[src/rtl/adder_pkg.sv]
// Shared definitions for the bit-serial adder: controller state encodings and width limit.
package adder_pkg;

    localparam int unsigned ADDER_MAX_W = 32;

    typedef enum logic [1:0] {
        ST_IDLE = 2'd0,
        ST_RUN  = 2'd1,
        ST_DONE = 2'd2
    } state_t;

endpackage

[src/rtl/half_adder.sv]
// Gate-level half adder.
// Ports: a, b - addends; s - sum bit; c - carry bit.
module half_adder (
    input  logic a,
    input  logic b,
    output logic s,
    output logic c
);

    xor g_xor (s, a, b);
    and g_and (c, a, b);

endmodule

[src/rtl/serial_fa_cell.sv]
// Combinational full-adder cell: two half adders plus an OR for the carry.
// Ports: x, y - operand bits; ci - carry in; s - sum bit; co - carry out.
module serial_fa_cell (
    input  logic x,
    input  logic y,
    input  logic ci,
    output logic s,
    output logic co
);

    logic s0;
    logic c0;
    logic c1;

    half_adder u_ha0 (.a(x),  .b(y),  .s(s0), .c(c0));
    half_adder u_ha1 (.a(s0), .b(ci), .s(s),  .c(c1));

    or g_or (co, c0, c1);

endmodule

[src/rtl/serial_adder_ctrl.sv]
// Bit-serial adder controller: sequences one full-adder cell over WIDTH cycles
// behind a start/busy/done handshake.
// Ports: clk, rst_n (async active-low); start, a, b, cin - request and operands;
//        busy - high while adding; done - one-cycle completion pulse;
//        sum, cout - result registers, updated only on completion.
module serial_adder_ctrl
    import adder_pkg::*;
#(
    parameter int unsigned WIDTH = 8
) (
    input  logic             clk,
    input  logic             rst_n,
    input  logic             start,
    input  logic [WIDTH-1:0] a,
    input  logic [WIDTH-1:0] b,
    input  logic             cin,
    output logic             busy,
    output logic             done,
    output logic [WIDTH-1:0] sum,
    output logic             cout
);

    localparam int unsigned CNT_W = $clog2(WIDTH + 1);

    if (WIDTH < 1 || WIDTH > ADDER_MAX_W) begin : g_width_check
        $error("serial_adder_ctrl: WIDTH out of range");
    end

    state_t             state,  state_d;
    logic [WIDTH-1:0]   sa,     sa_d;
    logic [WIDTH-1:0]   sb,     sb_d;
    logic [WIDTH-1:0]   acc,    acc_d;
    logic               carry,  carry_d;
    logic [CNT_W-1:0]   cnt,    cnt_d;
    logic [WIDTH-1:0]   sum_d;
    logic               cout_d;
    logic               busy_d;
    logic               done_d;

    logic               fa_s;
    logic               fa_co;
    logic [WIDTH:0]     acc_ext;

    // Single shared full-adder cell working on the LSBs of the shift registers.
    serial_fa_cell u_fa (
        .x  (sa[0]),
        .y  (sb[0]),
        .ci (carry),
        .s  (fa_s),
        .co (fa_co)
    );

    // New sum bit enters at the MSB; the slice form also holds for WIDTH=1.
    assign acc_ext = {fa_s, acc};

    // Next-state and datapath update.
    always_comb begin
        state_d = state;
        sa_d    = sa;
        sb_d    = sb;
        acc_d   = acc;
        carry_d = carry;
        cnt_d   = cnt;
        sum_d   = sum;
        cout_d  = cout;

        case (state)
            ST_IDLE, ST_DONE: begin
                if (start) begin
                    sa_d    = a;
                    sb_d    = b;
                    carry_d = cin;
                    cnt_d   = '0;
                    acc_d   = '0;
                    state_d = ST_RUN;
                end else begin
                    state_d = ST_IDLE;
                end
            end
            ST_RUN: begin
                acc_d   = acc_ext[WIDTH:1];
                sa_d    = sa >> 1;
                sb_d    = sb >> 1;
                carry_d = fa_co;
                cnt_d   = cnt + CNT_W'(1);
                if (cnt == CNT_W'(WIDTH - 1)) begin
                    sum_d   = acc_ext[WIDTH:1];
                    cout_d  = fa_co;
                    state_d = ST_DONE;
                end
            end
            default: state_d = ST_IDLE;
        endcase

        // Handshake flops follow the state they will sit beside.
        busy_d = (state_d == ST_RUN);
        done_d = (state_d == ST_DONE);
    end

    // State and datapath registers.
    always_ff @(posedge clk or negedge rst_n) begin
        if (!rst_n) begin
            state <= ST_IDLE;
            sa    <= '0;
            sb    <= '0;
            acc   <= '0;
            carry <= 1'b0;
            cnt   <= '0;
            sum   <= '0;
            cout  <= 1'b0;
            busy  <= 1'b0;
            done  <= 1'b0;
        end else begin
            state <= state_d;
            sa    <= sa_d;
            sb    <= sb_d;
            acc   <= acc_d;
            carry <= carry_d;
            cnt   <= cnt_d;
            sum   <= sum_d;
            cout  <= cout_d;
            busy  <= busy_d;
            done  <= done_d;
        end
    end

endmodule

[config.mk]
export PLATFORM = sky130hd
export DESIGN_NAME = serial_adder_ctrl
export DESIGN_NICKNAME = d
export VERILOG_FILES = /design/src/rtl/adder_pkg.sv /design/src/rtl/half_adder.sv /design/src/rtl/serial_fa_cell.sv /design/src/rtl/serial_adder_ctrl.sv
export SDC_FILE = /design/constraint.sdc
export NUM_CORES = 1
export LEC_CHECK = 0
export BUFFER_PORTS_ARGS = -buffer_cell sky130_fd_sc_hd__buf_2
export CAP_MARGIN = 20
export CORE_MARGIN = 2
export CORE_UTILIZATION = 50
export DETAILED_ROUTE_END_ITERATION = 10
export GPL_ROUTABILITY_DRIVEN = 0
export PLACE_DENSITY = 0.83
export SYNTH_ARGS = -nofsm -noshare
export SYNTH_HDL_FRONTEND = slang
export SYNTH_SLANG_ARGS = --single-unit
export TNS_END_PERCENT = 30
[constraint.sdc]
create_clock -name clk -period 4.5 [get_ports clk]
set_input_delay 0.225 -clock clk [delete_from_list [all_inputs] [get_ports clk]]
set_output_delay 0.225 -clock clk [all_outputs]
set_load 0.01 [all_outputs]
Word-level counts from Yosys, hierarchy flattened
Index checks and enable logic that the tools add are counted.
W data, S select, Z words.
Storage, ports and cells
  register bits: 42
  bits of input ports: 20
  output and inout bits: 11
  word-level logic and storage cells: 40
Cells by class
  bitwise logic cells: 5
  add/subtract/negate cells: 1
  eq/ne operators: 6
  mux-type cells: 13
  reductions and logical operators: 5
Operators with widths (count)
  $pmux W8 S2: 3
  $mux W8: 3
  $pmux W4 S2: 1
  $add A4 B1 Y4 const B: 1
  $eq A2 B1 Y1 const B: 2
  $eq A2 B2 Y1 const B: 2
  $eq A4 B3 Y1 const B: 1
  $mux W4: 1
  $pmux W2 S2: 1
  $reduce_and A2 Y1: 2
  $and A1 B1 Y1: 2
  $logic_not A2 Y1: 1
  $mux W1: 2
  $mux W2: 1
  $ne A2 B2 Y1 const B: 1
  $pmux W1 S2: 1
  $reduce_bool A2 Y1: 1
  $reduce_or A2 Y1: 1
  $xor A1 B1 Y1: 2
  $or A1 B1 Y1: 1

Logic depth before layout (Yosys ltp)
Gate-level depths: netlist of the first run.
  depth after elaboration: 4
  gate-level depth with buffers: 5
  mapped depth without buffers: 4

Hierarchy
Synthesis of the first run repeated with hierarchy kept, for this count alone.
Second synthesis, totals
  cell total of the unflattened synthesis: 119
  area total of the unflattened synthesis: 1676.6 µm²
Modules (own cells, without submodules)
  serial_adder_ctrl: times used 1, sequential area each 1026.0 µm², cells an instance 116, area an instance 1645.3 µm²
  half_adder: times used 2, sequential area each 0.0 µm², cells an instance 1, area an instance 12.5 µm²
  serial_fa_cell: times used 1, sequential area each 0.0 µm², cells an instance 1, area an instance 6.3 µm²

Least setup slack after synthesis of the first run
Ideal clock, no wire load.
  path kind: register -> register
  start: reg cnt[0]
  end: reg sum[0]
  setup time: 0.125 ns
  slack: 2.996 ns
  data required time: 4.375 ns
  clock period less this slack: 1.504 ns
  cell stages (with the launch flop): 5
  path buffers: 0
  data arrival time: 1.379 ns
  cells stage by stage: dfrtp_1 > ha_1 > nand2_1 > nor3_4 > mux2_2
Between the ends
  cells in the longest elaborated chain, start to end: 2
Ends and longest elaborated chain
  from (decl): line serial_adder_ctrl.sv:34  | logic [CNT_W-1:0] cnt, cnt_d;
  from (signal assigned): line serial_adder_ctrl.sv:119  | cnt <= cnt_d;
  $eq A4 B3 Y1: line serial_adder_ctrl.sv:86  | if (cnt == CNT_W'(WIDTH - 1)) begin
  $reduce_and A2 Y1 (no line)
  to (signal assigned): line serial_adder_ctrl.sv:120  | sum <= sum_d;
  to (decl): line serial_adder_ctrl.sv:19  | output logic [WIDTH-1:0] sum,
No other way between the ends.
A chain may end at the register's enable or synchronous reset.

Worst setup path after layout of the first run
  start: reg state[1]
  end: reg carry
Between the ends
  cells in the longest elaborated chain, start to end: 4
  elaborated cells on any way between the ends: 8
  those cells by class: 3 x eq/ne; 1 x mux; 4 x reduce/logical
Ends and longest elaborated chain
  from (decl): line serial_adder_ctrl.sv:29  | state_t state, state_d;
  from (signal assigned): line serial_adder_ctrl.sv:114  | state <= state_d;
  $eq A2 B2 Y1 / $logic_not A2 Y1 (equally long branches): line serial_adder_ctrl.sv:67  | case (state)
  $reduce_or A2 Y1: line serial_adder_ctrl.sv:67
  $ne A2 B2 Y1 (no line) / $reduce_bool A2 Y1 (equally long branches)
  $reduce_and A2 Y1 (no line)
  to (signal assigned): line serial_adder_ctrl.sv:118  | carry <= carry_d;
  to (decl): line serial_adder_ctrl.sv:33  | logic carry, carry_d;
Parallel ways exist; a longest one is shown, timed or not.

==> impl_summary.log, run 1 <==
INFO  metric fin_nets = 188
INFO  metric fin_area = 0.00193 mm²
INFO  metric post_cts_hold_buffer_count = 0
INFO  metric crit_slowest_cell = sky130_fd_sc_hd__and2b_1
INFO  metric ir_worst_vdd = ~320 µV
INFO  metric drv_slew = 0
INFO  metric fin_worst_hold_slack = -22.8 ps
INFO  metric initial_core_util = about half
INFO  metric clk_root_buffer_cell = sky130_fd_sc_hd__clkbuf_4
INFO  metric cts.reportedPaths.clkPinSlew = 110 ps
INFO  metric drtIter0Drc = 39
INFO  metric worstPathMaxFanout = 27
INFO  metric design.portCount = 31
INFO  metric remaining_drc_errors = 0
INFO  metric synth.distinct_cells = 23
INFO  metric finalHoldViolations = 41
INFO  metric yosysSeqAreaShare = 61.2%
INFO  metric p_leak = 0.958 nW
INFO  metric grt_start_max_net_pins = 42
INFO  metric cts.path.max_buffers = 2
INFO  metric detail_route.wirelength = 3110 µm
INFO  metric final.period_utilization = between 40% and 50%
INFO  metric post-place-ws = 2510 ps
INFO  metric grt_overflow_total = 0
INFO  metric row_count = 21
INFO  metric final_common_cell = sky130_fd_sc_hd__dfrtp_1
INFO  metric insertion_delay = roughly 350 ps
INFO  metric globalRouteTotalUtil = between 10% and 20%
INFO  metric worst_hold_path_class = in2async
INFO  metric signal_arrival_time_at_the_worst_endpoint = ~2300 ps
INFO  metric yosys_warnings = 0
INFO  metric power = 1.33 mW
INFO  metric maxClockFrequency = between 400 and 500 MHz
INFO  metric period_minus_slack = 2010 ps
INFO  metric worst_setup_slack_final = 2490 ps
INFO  metric drtAntennaViolNets = 0
INFO  metric insertedDiodeCount = 0
INFO  metric floorplan.die_area = roughly 0.0038 mm²
INFO  metric per_instance_average_area_after_synthesis = around 12 µm²
INFO  metric critical_path.reg2reg.startpoint = state[1]$_DFF_PN0_
INFO  metric syn_area = 0.00168 mm²
INFO  metric fillers = approximately 290
INFO  metric outcome = finished, violations left
INFO  metric post_cts_buffers = 0
INFO  metric portBuffers = 30
INFO  metric finalSetupViolations = 0
INFO  metric cts_tree = done
INFO  metric core_region_area = 0.00328 mm²
INFO  metric number_of_instances_resized_during_post_cts_repair = 0
INFO  metric cellPowerDensity = 692 mW/mm²
INFO  metric cts_num_sinks = 41
INFO  metric flow.area_growth_from_synthesis = 14.9%
INFO  metric synthesis.nets = 160
INFO  metric cts_h_tree_lvls = 2
INFO  metric drive_above_1_share = about 28%
INFO  metric crit_start = state[1]$_DFF_PN0_
INFO  metric synth_seq_cells = 41
INFO  metric die_x = 61.9 µm
INFO  metric crit_path_max_incr_delay = ~760 ps
INFO  metric num_cts_buffers = 5
INFO  metric fin_setup_tns = 0 ps
INFO  metric synth_top_cell_area_share = 61.2%
INFO  metric wl_per_cell = 14.6 µm
INFO  metric synth_largest_area_cell = sky130_fd_sc_hd__dfrtp_1
INFO  metric dp.final_hpwl = roughly 2200 µm
INFO  metric worst_slew_margin_rel = a little over two fifths
INFO  metric number_of_antenna_violations_at_the_first_check_in_global_routing = 0
INFO  metric dr_pass1_iterations = 4
INFO  metric cap_violations = 0
INFO  metric setup.worst_path.class = reg2reg
INFO  metric timing_worst_slew_pin_value = 868 ps
INFO  metric crit_path_launch_type = flip-flop
INFO  metric die_height = 61.9 µm
INFO  metric avgViaCountPerCell = 5.50
INFO  metric failed_checks = negative hold slack
INFO  metric syn-instance-count = 138
INFO  metric worstSetupEndpointType = flip-flop
INFO  metric worst-endpoint-required = 4750 ps
INFO  metric route.vias.total = 1171
INFO  metric rsz_0062_raised_after_global_routing = false
INFO  metric first_pass_grt_wire_length = 5000 µm
INFO  metric place_area = 0.00184 mm²
INFO  metric post_synth_main_area_contributors = sky130_fd_sc_hd__dfrtp_1 61%, sky130_fd_sc_hd__a22oi_1 5.4%, sky130_fd_sc_hd__a22o_1 5.2%, sky130_fd_sc_hd__mux2_2 4.7%, sky130_fd_sc_hd__nand3_1 3.9%
INFO  metric number_of_global_route_vias_before_repair = 1125
INFO  metric finClkSkew = ~7.6 ps
INFO  metric final_cell_mix = 41 x sky130_fd_sc_hd__dfrtp_1, 30 x sky130_fd_sc_hd__buf_2, 16 x sky130_fd_sc_hd__nand2_1, 13 x sky130_fd_sc_hd__nand3_1, 12 x sky130_fd_sc_hd__a22oi_1
INFO  metric path_cells = and2b_1 -> nor2_1 -> a221o_1
-- final timing paths --
| path | end | cells after the start | slack (ps) |
|---|---|---|---|
| worst max-delay path | carry$_DFFE_PN0P_ | 3 | 2490 |
| min in group clk | sb[4]$_DFFE_PN0P_ | 3 | 90 |
| max in group asynchronous | cnt[1]$_DFFE_PN0P_ | 1 | 3980 |
| worst min-delay path | sum[2]$_DFFE_PN0P_ | 1 | -20 |
| worst max register to register | carry$_DFFE_PN0P_ | 3 | 2490 |
| worst min register to register | sb[4]$_DFFE_PN0P_ | 2 | 510 |
-- critical path: cells and delay by family (launching register included) --
| family | cells | cell delay (ps) |
|---|---|---|
| simple gates | 2 | 1150 |
| compound gates | 1 | 370 |
| flops | 1 | 390 |
-- metrics by stage --
stage               hold WS, ps  utilization, %  cells
floorplan                 -70.6               -    138
global placement            369            56.0    205
detailed placement          394            56.0    205
CTS                        1.62            58.6    213
global route               22.8            58.6    213
finish                    -22.8            58.6    213
-- cells in the mapped netlist, drive strengths merged --
library cell  instances
ha                    1
nor2                  2
a22oi                12
nor2b                 2
nand4                 1
buf                   6
nand3                13
o21ai                 2
dfrtp                41
nor3                  4
clkbuf                4
mux2i                 4
fa                    1
and2b                 1
nand2b                2
a221o                 3
inv                   5
o2bb2ai               1
mux2                  7
nand2                16
a22o                 10
-- flip-flops by register name, summed over array words and instances (netlist names) --
register	cells
state	2
cnt	4
sum	8
carry	1
acc	7
busy	1
cout	1
done	1
sb	8
sa	8
-- layout make-up --
type	count	area, µm²	area share [%]
multi-input cells	82	581	30.1
clock buffers	7	55.1	2.86
well taps	46	57.6	2.99
clock inverters	1	30.0	1.56
flip-flops and latches	41	1030	53.3
repair buffers	31	158	8.19
inverters	5	18.8	0.975
-- power by group --
group | switching [mW] | internal, mW | total (mW)
clock network | 0.113 | 0.133 | 0.245
logic | 0.263 | 0.210 | 0.472
registers | 0.0917 | 0.522 | 0.614
-- per-layer routing --
layer | global-route usage, % | wire (µm) | vias up
met5 | 0 | 0 | -
met4 | 6.38 | 42 | 0
met3 | 7.04 | 156 | 6
met2 | 30.4 | 1570 | 32
met1 | 22.7 | 1340 | 583
li1 | - | - | 550
-- kinds of logic (layout without fill, tap and decap cells) --
logic type               after synthesis  after routing  synth area share (%)
multiplexers                          11             11                  7.09
buffers and inverters                 15             44                  4.18
flip-flops                            41             41                  61.2
AO/OA/AOI/OAI                         28             28                  13.5
AND/OR/NAND/NOR                       41             41                  12.1
adder cells (fa/ha/maj)                2              2                  1.94
Note: power is estimated with default switching activity, not from simulation.
==> run 2, diff against run 1 <==
--- a/config.mk
+++ b/config.mk
@@ -8,7 +8,7 @@
 export BUFFER_PORTS_ARGS = -buffer_cell sky130_fd_sc_hd__buf_2
 export CAP_MARGIN = 20
 export CORE_MARGIN = 2
-export CORE_UTILIZATION = 50
+export CORE_UTILIZATION = 48
 export DETAILED_ROUTE_END_ITERATION = 10
 export GPL_ROUTABILITY_DRIVEN = 0
 export PLACE_DENSITY = 0.83
==> constraint.sdc (replaced) <==
create_clock -name clk -period 1.84 [get_ports clk]
set_input_delay 0.092 -clock clk [delete_from_list [all_inputs] [get_ports clk]]
set_output_delay 0.092 -clock clk [all_outputs]
set_load 0.01 [all_outputs]
==> run 2 against run 1 <==
Compared with the run above:
- the run now ends clean
- global-route usage rose by 1.2 points
- wire length increased by 13%
- first-iteration DRC count rose by 54%
==> impl_summary.log, run 2 (synthesized netlist as in run 1, its figures left out) <==
INFO  metric signal_arrival_time_at_the_worst_endpoint = 1960 ps
INFO  metric wl_per_cell = 14.9 µm
INFO  metric cts_num_sinks = 41
INFO  metric regArea = 0.00103 mm²
INFO  metric flow.area_growth_from_synthesis = 28.1%
INFO  metric design.portCount = 31
INFO  metric largest_registers = sa (8), sb (8), sum (8)
INFO  metric initial_core_util = between 50% and 60%
INFO  metric p_seq_share = ~44%
INFO  metric final_common_cell = sky130_fd_sc_hd__dfrtp_1
INFO  metric reg2reg_depth = 4
INFO  metric worstHoldStart = start
INFO  metric critical_path.reg2reg.startpoint = cnt[0]$_DFFE_PN0P_
INFO  metric finalHoldViolations = 0
INFO  metric cts_h_tree_lvls = 2
INFO  metric worstPathMaxFanout = 10
INFO  metric finalSetupViolations = 0
INFO  metric dp.final_hpwl = 2300 µm
INFO  metric grt_start_max_net_pins = 42
INFO  metric cpLargestDelayFamily = simple AND/OR/NAND/NOR gates
INFO  metric drtAntennaViolNets = 0
INFO  metric ir_worst_vdd = 696 µV
INFO  metric core_region_area = 0.00334 mm²
INFO  metric internal-power = ~2.2 mW
INFO  metric power.combinational.fraction = 38.0%
INFO  metric worstSetupEndpointType = flip-flop
INFO  metric crit_path_launch_type = flip-flop
INFO  metric period_minus_slack = 1710 ps
INFO  metric timing_worst_slew_pin_value = 887 ps
INFO  metric cts_tree = done
INFO  metric cp.buffers_inverters = 0
INFO  metric numPlacedInstances = 210
INFO  metric finClkSkew = 8.66 ps
INFO  metric number_of_global_route_vias_before_repair = around 1300
INFO  metric crit_path_end = sum[2]$_DFFE_PN0P_
INFO  metric die_height = around 63 µm
INFO  metric grt_overflow_total = 0
INFO  metric fillers = 281
INFO  metric outcome = completed
INFO  metric cap_violations = 0
INFO  metric num_cts_buffers = 5
INFO  metric fin_nets = around 210
INFO  metric avgViaCountPerCell = around 5.3
INFO  metric detail_route.wirelength = 3510 µm
INFO  metric setup.worst_path.class = reg2reg
INFO  metric insertedDiodeCount = 0
INFO  metric power.share.clock = 18.2%
INFO  metric number_of_instances_resized_during_post_cts_repair = 0
INFO  metric cts.path.max_buffers = 2
INFO  metric final_cell_mix = 41 x sky130_fd_sc_hd__dfrtp_1, 30 x sky130_fd_sc_hd__buf_2, 18 x sky130_fd_sc_hd__dlygate4sd3_1, 16 x sky130_fd_sc_hd__nand2_1, 13 x sky130_fd_sc_hd__nand3_1
INFO  metric row_count = 21
INFO  metric dr_pass1_iterations = 4
INFO  metric stdcell_count = 236
INFO  metric timing.reg2reg.setup_slack = between 100 and 150 ps
INFO  metric route.vias.total = 1240
INFO  metric crit_start = cnt[0]$_DFFE_PN0P_
INFO  metric floorplan.die_area = 0.00398 mm²
INFO  metric globalRouteTotalUtil = between 10% and 20%
INFO  metric first_pass_grt_wire_length = 5990 µm
INFO  metric clk_root_buffer_cell = sky130_fd_sc_hd__clkbuf_4
INFO  metric routedLengthMet1 = approximately 1500 µm
INFO  metric worst_hold_path_class = in2reg
INFO  metric cts.reportedPaths.clkPinSlew = 120 ps
INFO  metric cp_num_cells = 4
INFO  metric highest-signal-layer = met4
INFO  metric maxClockFrequency = 585 MHz
INFO  metric crit_slowest_cell = sky130_fd_sc_hd__nor3_4
INFO  metric rsz_0062_raised_after_global_routing = false
INFO  metric drive_above_1_share = 27.4%
INFO  metric path_cells = ha_1 -> nand2_1 -> nor3_4 -> mux2_2
INFO  metric final.period_utilization = between 90 and 100%
INFO  metric insertion_delay = ~350 ps
INFO  metric fin_util = 64.3%
INFO  metric power.net_switching = 1.20 mW
INFO  metric multiInputGateArea = 581 µm²
INFO  metric fin_setup_tns = 0 ps
INFO  metric number_of_antenna_violations_at_the_first_check_in_global_routing = 0
INFO  metric cellPowerDensity = 1590 mW/mm²
INFO  metric critical_path.reg2reg.endpoint = sum[2]$_DFFE_PN0P_
INFO  metric switching_part_of_the_total_power = a little over a third
INFO  metric worst_slew_margin_rel = around two fifths
INFO  metric worst-endpoint-required = around 2100 ps
INFO  metric routed-wl-met3 = between 100 and 150 µm
INFO  metric met2_wirelength = 1810 µm
INFO  metric crit_path_max_incr_delay = just under 500 ps
INFO  metric portBuffers = 30
INFO  metric p_leak = 1.06 nW
INFO  metric drv_slew = 0
INFO  metric drtIter0Drc = 60
INFO  metric remaining_drc_errors = 0
INFO  metric die_x = between 60 and 70 µm
[run 2: cell types whose count changed in the layout (fill, tap and decap cells not counted)]
cell / delta
sky130_fd_sc_hd__dlygate4sd3_1: +18
sky130_fd_sc_hd__buf_4: +5
sky130_fd_sc_hd__clkbuf_1: -1
sky130_fd_sc_hd__clkinvlp_4: +1
[run 2: worst min path at each step]
stage | to | slack (ps) | cells past startpoint
finish | sb[1]$_DFFE_PN0P_ | 290 | 4
global route | sb[1]$_DFFE_PN0P_ | 340 | 4
floorplan | acc[1]$_DFFE_PN0P_ | -200 | 0
global placement | carry$_DFFE_PN0P_ | 240 | 1
detailed placement | carry$_DFFE_PN0P_ | 270 | 1
CTS | sb[1]$_DFFE_PN0P_ | 290 | 4
[run 2: metal layers]
metal	GRT usage [%]	vias up
li1	-	594
met1	24.5	613
met2	33.8	28
met3	5.36	5
met4	6.11	0
met5	0	-
[run 2: what timing repair did]
item,in CTS,in global routing
endpoints found under the hold margin,58,0
hold buffers,18,0
setup buffers,0,0
[run 2: power groups by stage]
stage / Sequential, mW / Clock [mW] / Combinational [mW]
floorplan: 1.51 / 0 / 0.880
global placement: 1.49 / 0 / 1.19
detailed placement: 1.52 / 0 / 1.28
CTS: 1.49 / 0.629 / 1.31
global route: 1.54 / 0.670 / 1.44
finish: 1.49 / 0.620 / 1.30
[run 2: per-stage QoR]
stage	area (µm²)	hold WS, ps	total power [mW]	worst slack [ps]
6_report	2150	293	3.41	131
5_1_grt	2150	339	3.65	30.0
4_1_cts	2150	289	3.44	107
3_5_place_dp	1880	267	2.79	118
3_3_place_gp	1880	239	2.68	213
2_1_floorplan	1680	-204	2.39	336
[run 2: tightest hold or removal path: stages]
cell	delay, ps
sky130_fd_sc_hd__buf_2	100
sky130_fd_sc_hd__nor2b_1	190
sky130_fd_sc_hd__a22oi_1	150
sky130_fd_sc_hd__nand2_1	70
[run 2: area by class of cell]
| type | count | share of cell area [%] |
|---|---|---|
| clock inverter | 2 | 1.75 |
| clock buffer | 6 | 2.39 |
| timing repair buffer | 54 | 17.5 |
| inverter | 5 | 0.874 |
| sequential | 41 | 47.8 |
| multi-input combinational | 82 | 27.0 |
| tap | 46 | 2.68 |
==> run 3, diff against run 2 <==
--- a/config.mk
+++ b/config.mk
@@ -5,13 +5,14 @@
 export SDC_FILE = /design/constraint.sdc
 export NUM_CORES = 1
 export LEC_CHECK = 0
+export ABC_AREA = 1
 export BUFFER_PORTS_ARGS = -buffer_cell sky130_fd_sc_hd__buf_2
 export CAP_MARGIN = 20
 export CORE_MARGIN = 2
-export CORE_UTILIZATION = 48
+export CORE_UTILIZATION = 49
 export DETAILED_ROUTE_END_ITERATION = 10
 export GPL_ROUTABILITY_DRIVEN = 0
-export PLACE_DENSITY = 0.83
+export PLACE_DENSITY = 0.84
 export SYNTH_ARGS = -nofsm -noshare
 export SYNTH_HDL_FRONTEND = slang
 export SYNTH_SLANG_ARGS = --single-unit
==> run 3 against run 2 <==
Compared with the run above:
- first-iteration DRC count grew 1.7%
- critical path type unchanged
- critical endpoint is now sum[7]$_DFFE_PN0P_
- critical path depth increased by 1
- register-to-register slack better by 350 ps
- via count increased by 11%
- largest power group unchanged
- synthesized area is 8.7% higher
- power grew 3.2%
- clock power decreased by 7.7%
- clock skew is 2.2 ps lower
- highest routed layer unchanged
- global-route usage decreased by 1.9 points
- sequential power is 4% higher
- non-clock buffer count is 20 lower
==> impl_summary.log, run 3 <==
INFO  metric number_of_global_route_vias_before_repair = 1319
INFO  metric crit_path_max_incr_delay = 400 ps
INFO  metric rsz_0062_raised_after_global_routing = false
INFO  metric dr_pass1_iterations = 4
INFO  metric synthesis.nets = 246
INFO  metric crit_path_launch_type = flip-flop
INFO  metric numPlacedInstances = 299
INFO  metric syn_area = 0.00182 mm²
INFO  metric avgViaCountPerCell = 4.47
INFO  metric power.combinational.fraction = between 30% and 40%
INFO  metric switching_part_of_the_total_power = approximately two fifths
INFO  metric post-place-ws = 492 ps
INFO  metric power.net_switching = 1.36 mW
INFO  metric final_common_cell = sky130_fd_sc_hd__nand2_1
INFO  metric synth_top_cell_area_share = 56.3%
INFO  metric detail_route.wirelength = around 3100 µm
INFO  metric number_of_instances_resized_during_post_cts_repair = 0
INFO  metric fin_setup_tns = 0 ps
INFO  metric insertedDiodeCount = 0
INFO  metric worst_slew_margin_rel = 67.1%
INFO  metric worstSetupEndpointType = flip-flop
INFO  metric yosys_warnings = 0
INFO  metric fin_nets = 281
INFO  metric synth-edff-count = 0
INFO  metric finalHoldViolations = 0
INFO  metric most_instantiated_library_cell_after_synthesis = sky130_fd_sc_hd__nand2_1
INFO  metric worst_hold_path_class = in2reg
INFO  metric power = 3.52 mW
INFO  metric setup.worst_path.class = reg2reg
INFO  metric cellPowerDensity = 1660 mW/mm²
INFO  metric p_seq_share = roughly 44%
INFO  metric worstPathMaxFanout = 12
INFO  metric globalRouteTotalUtil = 17.9%
INFO  metric portBuffers = 30
INFO  metric outcome = completed
INFO  metric synth_seq_cells = 41
INFO  metric cts_h_tree_lvls = 2
INFO  metric ir_worst_vdd = between 800 and 900 µV
INFO  metric per_instance_average_area_after_synthesis = 8.13 µm²
INFO  metric drive_above_1_share = 18.9%
INFO  metric synth_largest_area_cell = sky130_fd_sc_hd__dfrtp_1
INFO  metric die_x = 65.0 µm
INFO  metric signal_arrival_time_at_the_worst_endpoint = 1590 ps
INFO  metric row_count = 22
INFO  metric internal-power = 2.16 mW
INFO  metric cp.buffers_inverters = 0
INFO  metric finalSetupViolations = 0
INFO  metric number_of_antenna_violations_at_the_first_check_in_global_routing = 0
INFO  metric grt_start_max_net_pins = 42
INFO  metric initial_core_util = between 50% and 60%
INFO  metric cts.path.max_buffers = 2
INFO  metric wl_per_cell = 10.0 µm
INFO  metric largest_registers = sa (8), sb (8), sum (8)
INFO  metric reg2reg_depth = 5
INFO  metric cpLargestDelayFamily = simple AND/OR/NAND/NOR gates
INFO  metric worst_setup_slack_final = 479 ps
INFO  metric die_height = approximately 65 µm
INFO  metric synth.distinct_cells = 18
INFO  metric crit_slowest_cell = sky130_fd_sc_hd__dfrtp_1
INFO  metric synth_ff_type = sky130_fd_sc_hd__dfrtp_1
INFO  metric synth_top_cells_by_count = 117 x sky130_fd_sc_hd__nand2_1, 41 x sky130_fd_sc_hd__dfrtp_1, 30 x sky130_fd_sc_hd__inv_1
INFO  metric cts.reportedPaths.clkPinSlew = 70 ps
INFO  metric num_cts_buffers = 5
INFO  metric remaining_drc_errors = 0
INFO  metric first_pass_grt_wire_length = approximately 5600 µm
INFO  metric drtIter0Drc = 61
INFO  metric cap_violations = 0
INFO  metric p_leak = 1.22 nW
INFO  metric grt_overflow_total = 0
INFO  metric fin_area = around 0.0021 mm²
INFO  metric maxClockFrequency = about 730 MHz
INFO  metric power.share.clock = around 16%
INFO  metric fin_util = roughly three fifths
INFO  metric floorplan.die_area = 0.00422 mm²
INFO  metric syn-instance-count = 224
INFO  metric post_synth_main_area_contributors = sky130_fd_sc_hd__dfrtp_1 56%, sky130_fd_sc_hd__nand2_1 24%, sky130_fd_sc_hd__inv_1 6.2%, sky130_fd_sc_hd__o22ai_1 2.4%, sky130_fd_sc_hd__buf_4 1.2%
INFO  metric worst-endpoint-required = 2070 ps
INFO  metric route.vias.total = 1372
INFO  metric final.period_utilization = 74.0%
INFO  metric clk_root_buffer_cell = sky130_fd_sc_hd__clkbuf_8
INFO  metric flow.area_growth_from_synthesis = 16.0%
INFO  metric final_cell_mix = 117 x sky130_fd_sc_hd__nand2_1, 41 x sky130_fd_sc_hd__dfrtp_1, 30 x sky130_fd_sc_hd__inv_1, 30 x sky130_fd_sc_hd__buf_2, 7 x sky130_fd_sc_hd__o22ai_1
INFO  metric period_minus_slack = 1360 ps
INFO  metric place_area = 0.00202 mm²
INFO  metric core_region_area = 0.00361 mm²
INFO  metric yosysSeqAreaShare = a little under three fifths
INFO  metric finClkSkew = roughly 6.5 ps
INFO  metric dp.final_hpwl = 2120 µm
INFO  metric cts_tree = done
INFO  metric drv_slew = 0
INFO  metric fin_worst_hold_slack = 12.8 ps
INFO  metric stdcell_count = 307
INFO  metric design.portCount = 31
INFO  metric insertion_delay = ~290 ps
INFO  metric path_cells = ha_1 -> nand3_1 -> nor2_2 -> nand2_1 -> nand2_1
INFO  metric drtAntennaViolNets = 0
INFO  metric crit_top_cell = sky130_fd_sc_hd__nand2_1
INFO  metric cp_num_cells = 5
INFO  metric timing_worst_slew_pin_value = ~490 ps
INFO  metric asyncSetResetFlopFracSynth = 100%
INFO  metric min_delay_path_depth = 3
INFO  metric cts_num_sinks = 41
run 3: changes by cell type in the layout (fill, tap and decap cells not counted), sizes merged, moves of 4 or more:
cell         previous run  this run
a22o                   10         0
a22oi                  12         0
dlygate4sd3            18         1
inv                     5        32
mux2                    7         0
mux2i                   4         0
nand2                  16       121
nand3                  13         4
nor2                    2         8
nor3                    4         0
o22ai                   0         7
run 3: routing by layer:
layer  GRT usage (%)  wire (µm)  up-vias
met5               0          0        -
met3            5.73        156        4
met2            29.5       1440       32
met1            21.3       1420      607
met4            7.98         55        0
li1                -          -      729
run 3: layout make-up:
type                            count  area (µm²)
Clock buffer                        7        86.3
Inverter                           32         120
Fill cell                         319        1490
Tap cell                           48        60.1
Timing Repair Buffer               34         195
Sequential cell                    41        1030
Multi-Input combinational cell    145         626
run 3: logic make-up (layout without fill, tap and decap cells):
kind of cell | after synthesis | after routing | share of synthesized area (%)
AOI/OAI and AO/OA | 8 | 8 | 2.68
DFF | 41 | 41 | 56.3
buffers and inverters | 38 | 73 | 9.34
and+or+nand+nor | 135 | 135 | 29.9
adders and majority gates | 2 | 2 | 1.79
run 3: repair_timing:
| item | 4_1_cts | 5_1_grt |
|---|---|---|
| hold buffers | 1 | 0 |
| hold endpoints to repair | 41 | 0 |
| setup buffers | 0 | 0 |
| setup endpoints to repair | 0 | 0 |
run 3: worst reg2reg max path: cells and delay by family, from the launching register on:
family	cells	cell delay [ps]
AND/OR/NAND/NOR	4	680
adder cells (fa/ha/maj)	1	210
flip-flops	1	400
run 3: power by group through the flow:
stage	clock network [mW]	registers (mW)	logic, mW
after global placement	0	1.55	1.36
after detailed placement	0	1.57	1.41
after global routing	0.635	1.61	1.64
after floorplan	0	1.57	1.03
after CTS	0.595	1.55	1.42
final	0.572	1.55	1.39
run 3: worst paths after layout:
kind,startpoint,end,slack [ps]
max,cnt[0]$_DFFE_PN0P_,sum[7]$_DFFE_PN0P_,480
min,b[7],sb[7]$_DFFE_PN0P_,10
max reg2reg,cnt[0]$_DFFE_PN0P_,sum[7]$_DFFE_PN0P_,480
min reg2reg,acc[1]$_DFFE_PN0P_,sum[0]$_DFFE_PN0P_,470
max in group asynchronous,rst_n,sa[0]$_DFFE_PN0P_,1100
min in group asynchronous,rst_n,sum[2]$_DFFE_PN0P_,390
